==> src/rtl/hazard_scoreboard_if.sv <==
// ID-stage issue bundle for the hazard scoreboard plus its stall/visibility outputs.
// The master drives the decoded ID-stage instruction; the slave is the scoreboard.
interface hazard_scoreboard_if;
  logic [4:0]  ID_Rs1_i;
  logic [4:0]  ID_Rs2_i;
  logic        ID_UseRs1_i;
  logic        ID_UseRs2_i;
  logic [4:0]  ID_Rd_i;
  logic        ID_RegWrite_i;
  logic        ID_MemRead_i;
  logic        ID_Mul_i;
  logic        ID_Valid_i;
  logic        EX_Flush_i;
  logic        stall_o;
  logic        mul_busy_o;
  logic [31:0] pending_o;

  modport master (
    output ID_Rs1_i, ID_Rs2_i, ID_UseRs1_i, ID_UseRs2_i, ID_Rd_i,
           ID_RegWrite_i, ID_MemRead_i, ID_Mul_i, ID_Valid_i, EX_Flush_i,
    input  stall_o, mul_busy_o, pending_o
  );

  modport slave (
    input  ID_Rs1_i, ID_Rs2_i, ID_UseRs1_i, ID_UseRs2_i, ID_Rd_i,
           ID_RegWrite_i, ID_MemRead_i, ID_Mul_i, ID_Valid_i, EX_Flush_i,
    output stall_o, mul_busy_o, pending_o
  );
endinterface

==> src/rtl/hazard_scoreboard.sv <==
// Issue-side hazard scoreboard: per-register countdowns until a result becomes
// forwardable, a MUL-unit busy countdown, and the resulting ID-stage stall.
module hazard_scoreboard #(
  parameter int MUL_LAT = 4,
  parameter int CNT_W   = 3
) (
  input  logic               clk_i,
  input  logic               rst_i,
  hazard_scoreboard_if.slave bus
);

  localparam logic [CNT_W-1:0] LOAD_LOAD = CNT_W'(1);
  localparam logic [CNT_W-1:0] MUL_LOAD  = CNT_W'(MUL_LAT - 1);
  localparam logic [CNT_W-1:0] CNT_ONE   = CNT_W'(1);

  logic [CNT_W-1:0] cnt      [32];
  logic [CNT_W-1:0] cnt_next [32];
  logic [CNT_W-1:0] mul_cnt;
  logic [CNT_W-1:0] mul_cnt_next;
  logic [4:0]       last_rd;
  logic             last_set;
  logic             last_mul;

  logic [CNT_W-1:0] rd_load_val;
  logic             writes_rd;
  logic             issue;
  logic             raw_hit;
  logic             struct_hit;
  logic             waw_hit;
  logic             stall;
  logic [31:0]      pending;

  // Value an issuing instruction would place in cnt[Rd]; ALU results need none.
  always_comb begin
    rd_load_val = '0;
    if (bus.ID_MemRead_i)
      rd_load_val = LOAD_LOAD;
    else if (bus.ID_Mul_i)
      rd_load_val = MUL_LOAD;
  end

  assign writes_rd = bus.ID_RegWrite_i && (bus.ID_Rd_i != 5'd0);

  always_comb begin
    pending = '0;
    for (int i = 1; i < 32; i++)
      pending[i] = (cnt[i] != '0);
  end

  always_comb begin
    raw_hit    = (bus.ID_UseRs1_i && pending[bus.ID_Rs1_i]) ||
                 (bus.ID_UseRs2_i && pending[bus.ID_Rs2_i]);
    struct_hit = bus.ID_Mul_i && (mul_cnt > CNT_ONE);
    waw_hit    = writes_rd && (cnt[bus.ID_Rd_i] > rd_load_val);
    stall      = !rst_i && bus.ID_Valid_i && (raw_hit || struct_hit || waw_hit);
    issue      = bus.ID_Valid_i && !stall;
  end

  // Priority per register: new issue, then flush clear, then saturating decrement.
  always_comb begin
    cnt_next[0] = '0;
    for (int i = 1; i < 32; i++) begin
      cnt_next[i] = cnt[i];
      if (issue && writes_rd && (bus.ID_Rd_i == 5'(i)))
        cnt_next[i] = rd_load_val;
      else if (bus.EX_Flush_i && last_set && (last_rd == 5'(i)))
        cnt_next[i] = '0;
      else if (cnt[i] != '0)
        cnt_next[i] = cnt[i] - CNT_ONE;
    end
  end

  always_comb begin
    mul_cnt_next = mul_cnt;
    if (issue && bus.ID_Mul_i)
      mul_cnt_next = MUL_LOAD;
    else if (bus.EX_Flush_i && last_mul)
      mul_cnt_next = '0;
    else if (mul_cnt != '0)
      mul_cnt_next = mul_cnt - CNT_ONE;
  end

  // last_* describe only the previous cycle's issue, which is what a flush kills.
  always_ff @(posedge clk_i or posedge rst_i) begin
    if (rst_i) begin
      for (int i = 0; i < 32; i++)
        cnt[i] <= '0;
      mul_cnt  <= '0;
      last_rd  <= '0;
      last_set <= 1'b0;
      last_mul <= 1'b0;
    end else begin
      cnt      <= cnt_next;
      mul_cnt  <= mul_cnt_next;
      last_set <= issue && writes_rd && (rd_load_val != '0);
      last_mul <= issue && bus.ID_Mul_i;
      if (issue && writes_rd && (rd_load_val != '0))
        last_rd <= bus.ID_Rd_i;
    end
  end

  assign bus.stall_o    = stall;
  assign bus.mul_busy_o = !rst_i && (mul_cnt != '0);
  assign bus.pending_o  = rst_i ? 32'd0 : pending;

endmodule

==> src/flat_wrapper.sv <==
// flat-port wrapper written by rule: the top's interface ports become plain ports
module hazard_scoreboard_flat 
#(
  parameter int MUL_LAT = 4,
  parameter int CNT_W   = 3
)
  (clk_i, rst_i, bus_ID_Rs1_i, bus_ID_Rs2_i, bus_ID_UseRs1_i, bus_ID_UseRs2_i, bus_ID_Rd_i, bus_ID_RegWrite_i, bus_ID_MemRead_i, bus_ID_Mul_i, bus_ID_Valid_i, bus_EX_Flush_i, bus_stall_o, bus_mul_busy_o, bus_pending_o);
  hazard_scoreboard_if bus_i ();
  input  logic clk_i;
  input  logic rst_i;
  input wire logic [$bits(bus_i.ID_Rs1_i)-1:0] bus_ID_Rs1_i;
  input wire logic [$bits(bus_i.ID_Rs2_i)-1:0] bus_ID_Rs2_i;
  input wire logic [$bits(bus_i.ID_UseRs1_i)-1:0] bus_ID_UseRs1_i;
  input wire logic [$bits(bus_i.ID_UseRs2_i)-1:0] bus_ID_UseRs2_i;
  input wire logic [$bits(bus_i.ID_Rd_i)-1:0] bus_ID_Rd_i;
  input wire logic [$bits(bus_i.ID_RegWrite_i)-1:0] bus_ID_RegWrite_i;
  input wire logic [$bits(bus_i.ID_MemRead_i)-1:0] bus_ID_MemRead_i;
  input wire logic [$bits(bus_i.ID_Mul_i)-1:0] bus_ID_Mul_i;
  input wire logic [$bits(bus_i.ID_Valid_i)-1:0] bus_ID_Valid_i;
  input wire logic [$bits(bus_i.EX_Flush_i)-1:0] bus_EX_Flush_i;
  output wire logic [$bits(bus_i.stall_o)-1:0] bus_stall_o;
  output wire logic [$bits(bus_i.mul_busy_o)-1:0] bus_mul_busy_o;
  output wire logic [$bits(bus_i.pending_o)-1:0] bus_pending_o;
  assign bus_i.ID_Rs1_i = bus_ID_Rs1_i;
  assign bus_i.ID_Rs2_i = bus_ID_Rs2_i;
  assign bus_i.ID_UseRs1_i = bus_ID_UseRs1_i;
  assign bus_i.ID_UseRs2_i = bus_ID_UseRs2_i;
  assign bus_i.ID_Rd_i = bus_ID_Rd_i;
  assign bus_i.ID_RegWrite_i = bus_ID_RegWrite_i;
  assign bus_i.ID_MemRead_i = bus_ID_MemRead_i;
  assign bus_i.ID_Mul_i = bus_ID_Mul_i;
  assign bus_i.ID_Valid_i = bus_ID_Valid_i;
  assign bus_i.EX_Flush_i = bus_EX_Flush_i;
  assign bus_stall_o = bus_i.stall_o;
  assign bus_mul_busy_o = bus_i.mul_busy_o;
  assign bus_pending_o = bus_i.pending_o;
  hazard_scoreboard #(.MUL_LAT(MUL_LAT), .CNT_W(CNT_W)) u_core (.clk_i(clk_i), .rst_i(rst_i), .bus(bus_i));
endmodule
==> config.mk <==
export PLATFORM = sky130hd
export DESIGN_NAME = hazard_scoreboard_flat
export DESIGN_NICKNAME = d
export VERILOG_FILES = /design/src/rtl/hazard_scoreboard_if.sv /design/src/rtl/hazard_scoreboard.sv /design/src/flat_wrapper.sv
export SDC_FILE = /design/constraint.sdc
export NUM_CORES = 1
export LEC_CHECK = 0
export ABC_CLOCK_PERIOD_IN_PS = 6220
export BUFFER_PORTS_ARGS = -buffer_cell sky130_fd_sc_hd__buf_2
export CORE_ASPECT_RATIO = 1.5
export CORE_MARGIN = 2
export CORE_UTILIZATION = 40
export DETAILED_ROUTE_END_ITERATION = 12
export PLACE_DENSITY = 0.58
export SLEW_MARGIN = 20
export SYNTH_ARGS = -nofsm -noshare
export SYNTH_HDL_FRONTEND = slang
export SYNTH_SLANG_ARGS = --single-unit
==> constraint.sdc <==
create_clock -name clk_i -period 6.22 [get_ports clk_i]
set_clock_uncertainty 0.05 [all_clocks]
set_input_delay 1.244 -clock clk_i [delete_from_list [all_inputs] [get_ports clk_i]]
set_output_delay 1.244 -clock clk_i [all_outputs]
set_load 0.03 [all_outputs]
==> reports/metrics.cfg <==
[run_status]
status = completed

[cts]
path_clk_slew_ns = 0.07
cts_tree = done
h-tree-depth = 3
cts_hold_buf = 0
cts_root_buffer = clkbuf_16
tritoncts.num_buffers = 9
cts_setup_buffers = 0
cts_sinks = 103
clock_path_buffers = 2
cts_resized = 0
worstSkewPairLatency_ns = 0.36

[place]
gp_congestion = 0.945
place_area_mm2 = 0.00883
post-place-cells = 1188
dpl.hpwl_mm = 19.9
port_buffers = 56

[yosys]
netlist_area_mm2 = 0.00829
yosysSeqAreaShare = 0.311
synth_edf_count = 0
ys_types = 50
syn_inst = 892
syn-num-nets = 983
yosysWarnings = 0
ys_ff_latch = 103
synth-async-reset-ratio = 1.00
postSynthAreaPerCell_um2 = 9.29
synthFlopType = dfrtp_1

[grt]
overflow = 0
grt_max_degree = 51
grt_pass1_wl_mm = 39.2
grt_antenna_before_repair = 0
grt_use_total = 0.239
grt_pass1_vias = 6678

[sta]
rsz0062_at_grt = false
min_period_ns = 5.79
setup_viol_count_final = 0
slew_viol_final = 0
min_period_over_period = 0.931
hold_viol_final = 0
max_freq_mhz = 173
setup_tns_ns = 0
whs_ns = 0.500
tightest_slew_ns = 0.758
max-slew-margin-rel = 0.490

[route]
met3_length_mm = 1.35
highest_layer = met4
drc_errors = 0
wl_met2_mm = 12.7
routed_via_density = 5.64
vias = 6790
first_iter_violations = 438
totalWireLength_mm = 25.5
routedLengthMet1_mm = 9.93
routedWlPerCell_um = 21.1
ant_nets = 0
drt-pass1-iter-count = 5

[critical_path]
worst-r2r-cell-count = 13
cp_data_required_time_ns = 4.93
worstPathMaxFanout = 17
worstSetupPathType = input port to output pin
worstPathArrival_ns = 4.50
r2r_slack_ns = 2.09
endpoint_kind = output pin
rr_endpoint = u_core.last_rd[0]$_DFFE_PP0P_
r2r-start = u_core.cnt[1]$_DFFE_PP0P_
worst_setup_path_start_kind = input port
critPathLaunch = bus_ID_Rd_i[0]

[worst_hold_path]
hold_depth = 2
hold_class = register to register
hold_end = u_core.last_rd[4]$_DFFE_PP0P_
min_from = u_core.last_rd[4]$_DFFE_PP0P_

[final_layout]
drive_above_1_share = 0.170
n_antenna_cell = 0
area_delta_synth_final_pct = 9.89
fin_cells = 1204
nets = 1026
final_area_mm2 = 0.00911
final_cell_mix = 121 x nand2_1, 103 x dfrtp_1, 75 x nor2_1
final_common_cell = nand2_1
fillers = 2021
fin_util = 0.448

[floorplanning]
die_area_mm2 = 0.0219
rows = 64
die_w_um = 122
initial_core_util = 0.407
io_pins = 58
die_y_um = 180
coreArea_mm2 = 0.0203

[power_and_ir_drop]
combPwrFrac = 0.557
powerDensity_mw_per_mm2 = 495
leakage_nw = 4.50
internal_power_mw = 2.56
clkPwrFrac = 0.123
switchingPower_mw = 1.95
max-vdd-ir-drop_uv = 187
power_frac_seq = 0.320
swShare = 0.432

[flow_run]
cap_viol_max_count = 0

through the flow:
step	worst slack [ns]	total power, mW
4_1_cts	0.432	4.53
2_1_floorplan	0.105	3.30
6_report	0.428	4.51
5_1_grt	0.212	4.90
3_3_place_gp	0.466	3.91
3_5_place_dp	0.443	3.95
logic make-up (layout without fill, tap and decap cells):
logic type | after synthesis | count (layout) | synth area share
compound gates | 70 | 70 | 0.0544
simple gates | 370 | 370 | 0.221
mux | 140 | 140 | 0.226
buf+inv | 108 | 156 | 0.0515
xor+xnor | 33 | 33 | 0.0349
fa+ha+maj | 67 | 67 | 0.101
flops | 103 | 103 | 0.311
other cells | 1 | 1 | 0.000453
area by class of cell:
type                       count  area, µm²  share of cell area
inverter                      74        280              0.0308
sequential                   103       2580               0.283
clock inverter                 3       17.5             0.00192
multi-input combinational    681       5290               0.580
timing repair buffer          66        355              0.0390
tap                          264        330              0.0363
clock buffer                  13        260              0.0286
power by group through the flow:
| stage | registers [mW] | logic, mW | clock network, mW |
|---|---|---|---|
| after floorplan | 1.25 | 2.05 | 0 |
| after global placement | 1.45 | 2.46 | 0 |
| after detailed placement | 1.45 | 2.51 | 0 |
| after CTS | 1.43 | 2.53 | 0.570 |
| after global routing | 1.47 | 2.83 | 0.593 |
| final | 1.44 | 2.51 | 0.556 |
worst max path at each step:
stage	end
after floorplan	bus_stall_o
after global placement	bus_stall_o
after detailed placement	bus_stall_o
after CTS	bus_stall_o
after global routing	bus_stall_o
final	bus_stall_o
cells in the mapped netlist (4+ instances only):
master	n	area [µm²]
mux4_2	34	766
o21ai_0	33	165
mux2i_1	69	691
dfrtp_1	103	2580
mux2_2	37	417
inv_1	74	278
nor3_1	4	20.0
nand3_1	32	160
and3_1	31	194
clkbuf_1	21	78.8
nor2_1	76	285
ha_1	67	838
nand2_1	121	454
buf_2	8	40.0
nor2b_1	44	275
nand2b_1	14	87.6
nor3b_1	4	30.0
nand3b_1	9	67.6
xnor2_1	32	280
o211ai_1	12	90.1
and2_1	10	62.6
nand4_1	15	93.8
metal layers:
layer  global-route usage  vias up
li1                     -     3172
met1                0.288     3277
met2                0.410      271
met3               0.0304       70
met4                0.129        0
met5                    0        -
sequential cells by signal, indices dropped and copies added (netlist names):
| signal | cells |
|---|---|
| u_core.last_mul | 1 |
| u_core.last_rd | 5 |
| u_core.last_set | 1 |
| u_core.mul_cnt | 3 |
| u_core.cnt | 93 |
worst max-delay path, stage by stage:
cell	delay [ns]
buf_2	0.43
mux4_2	0.58
mux4_2	0.49
mux2_2	0.28
ha_1	0.29
nor2b_1	0.13
o21ai_0	0.12
o21ai_0	0.09
a41oi_1	0.19
nand4_1	0.18
o21ai_2	0.19
nor2_1	0.08
buf_2	0.19
Power figures use the tool's default switching activity.
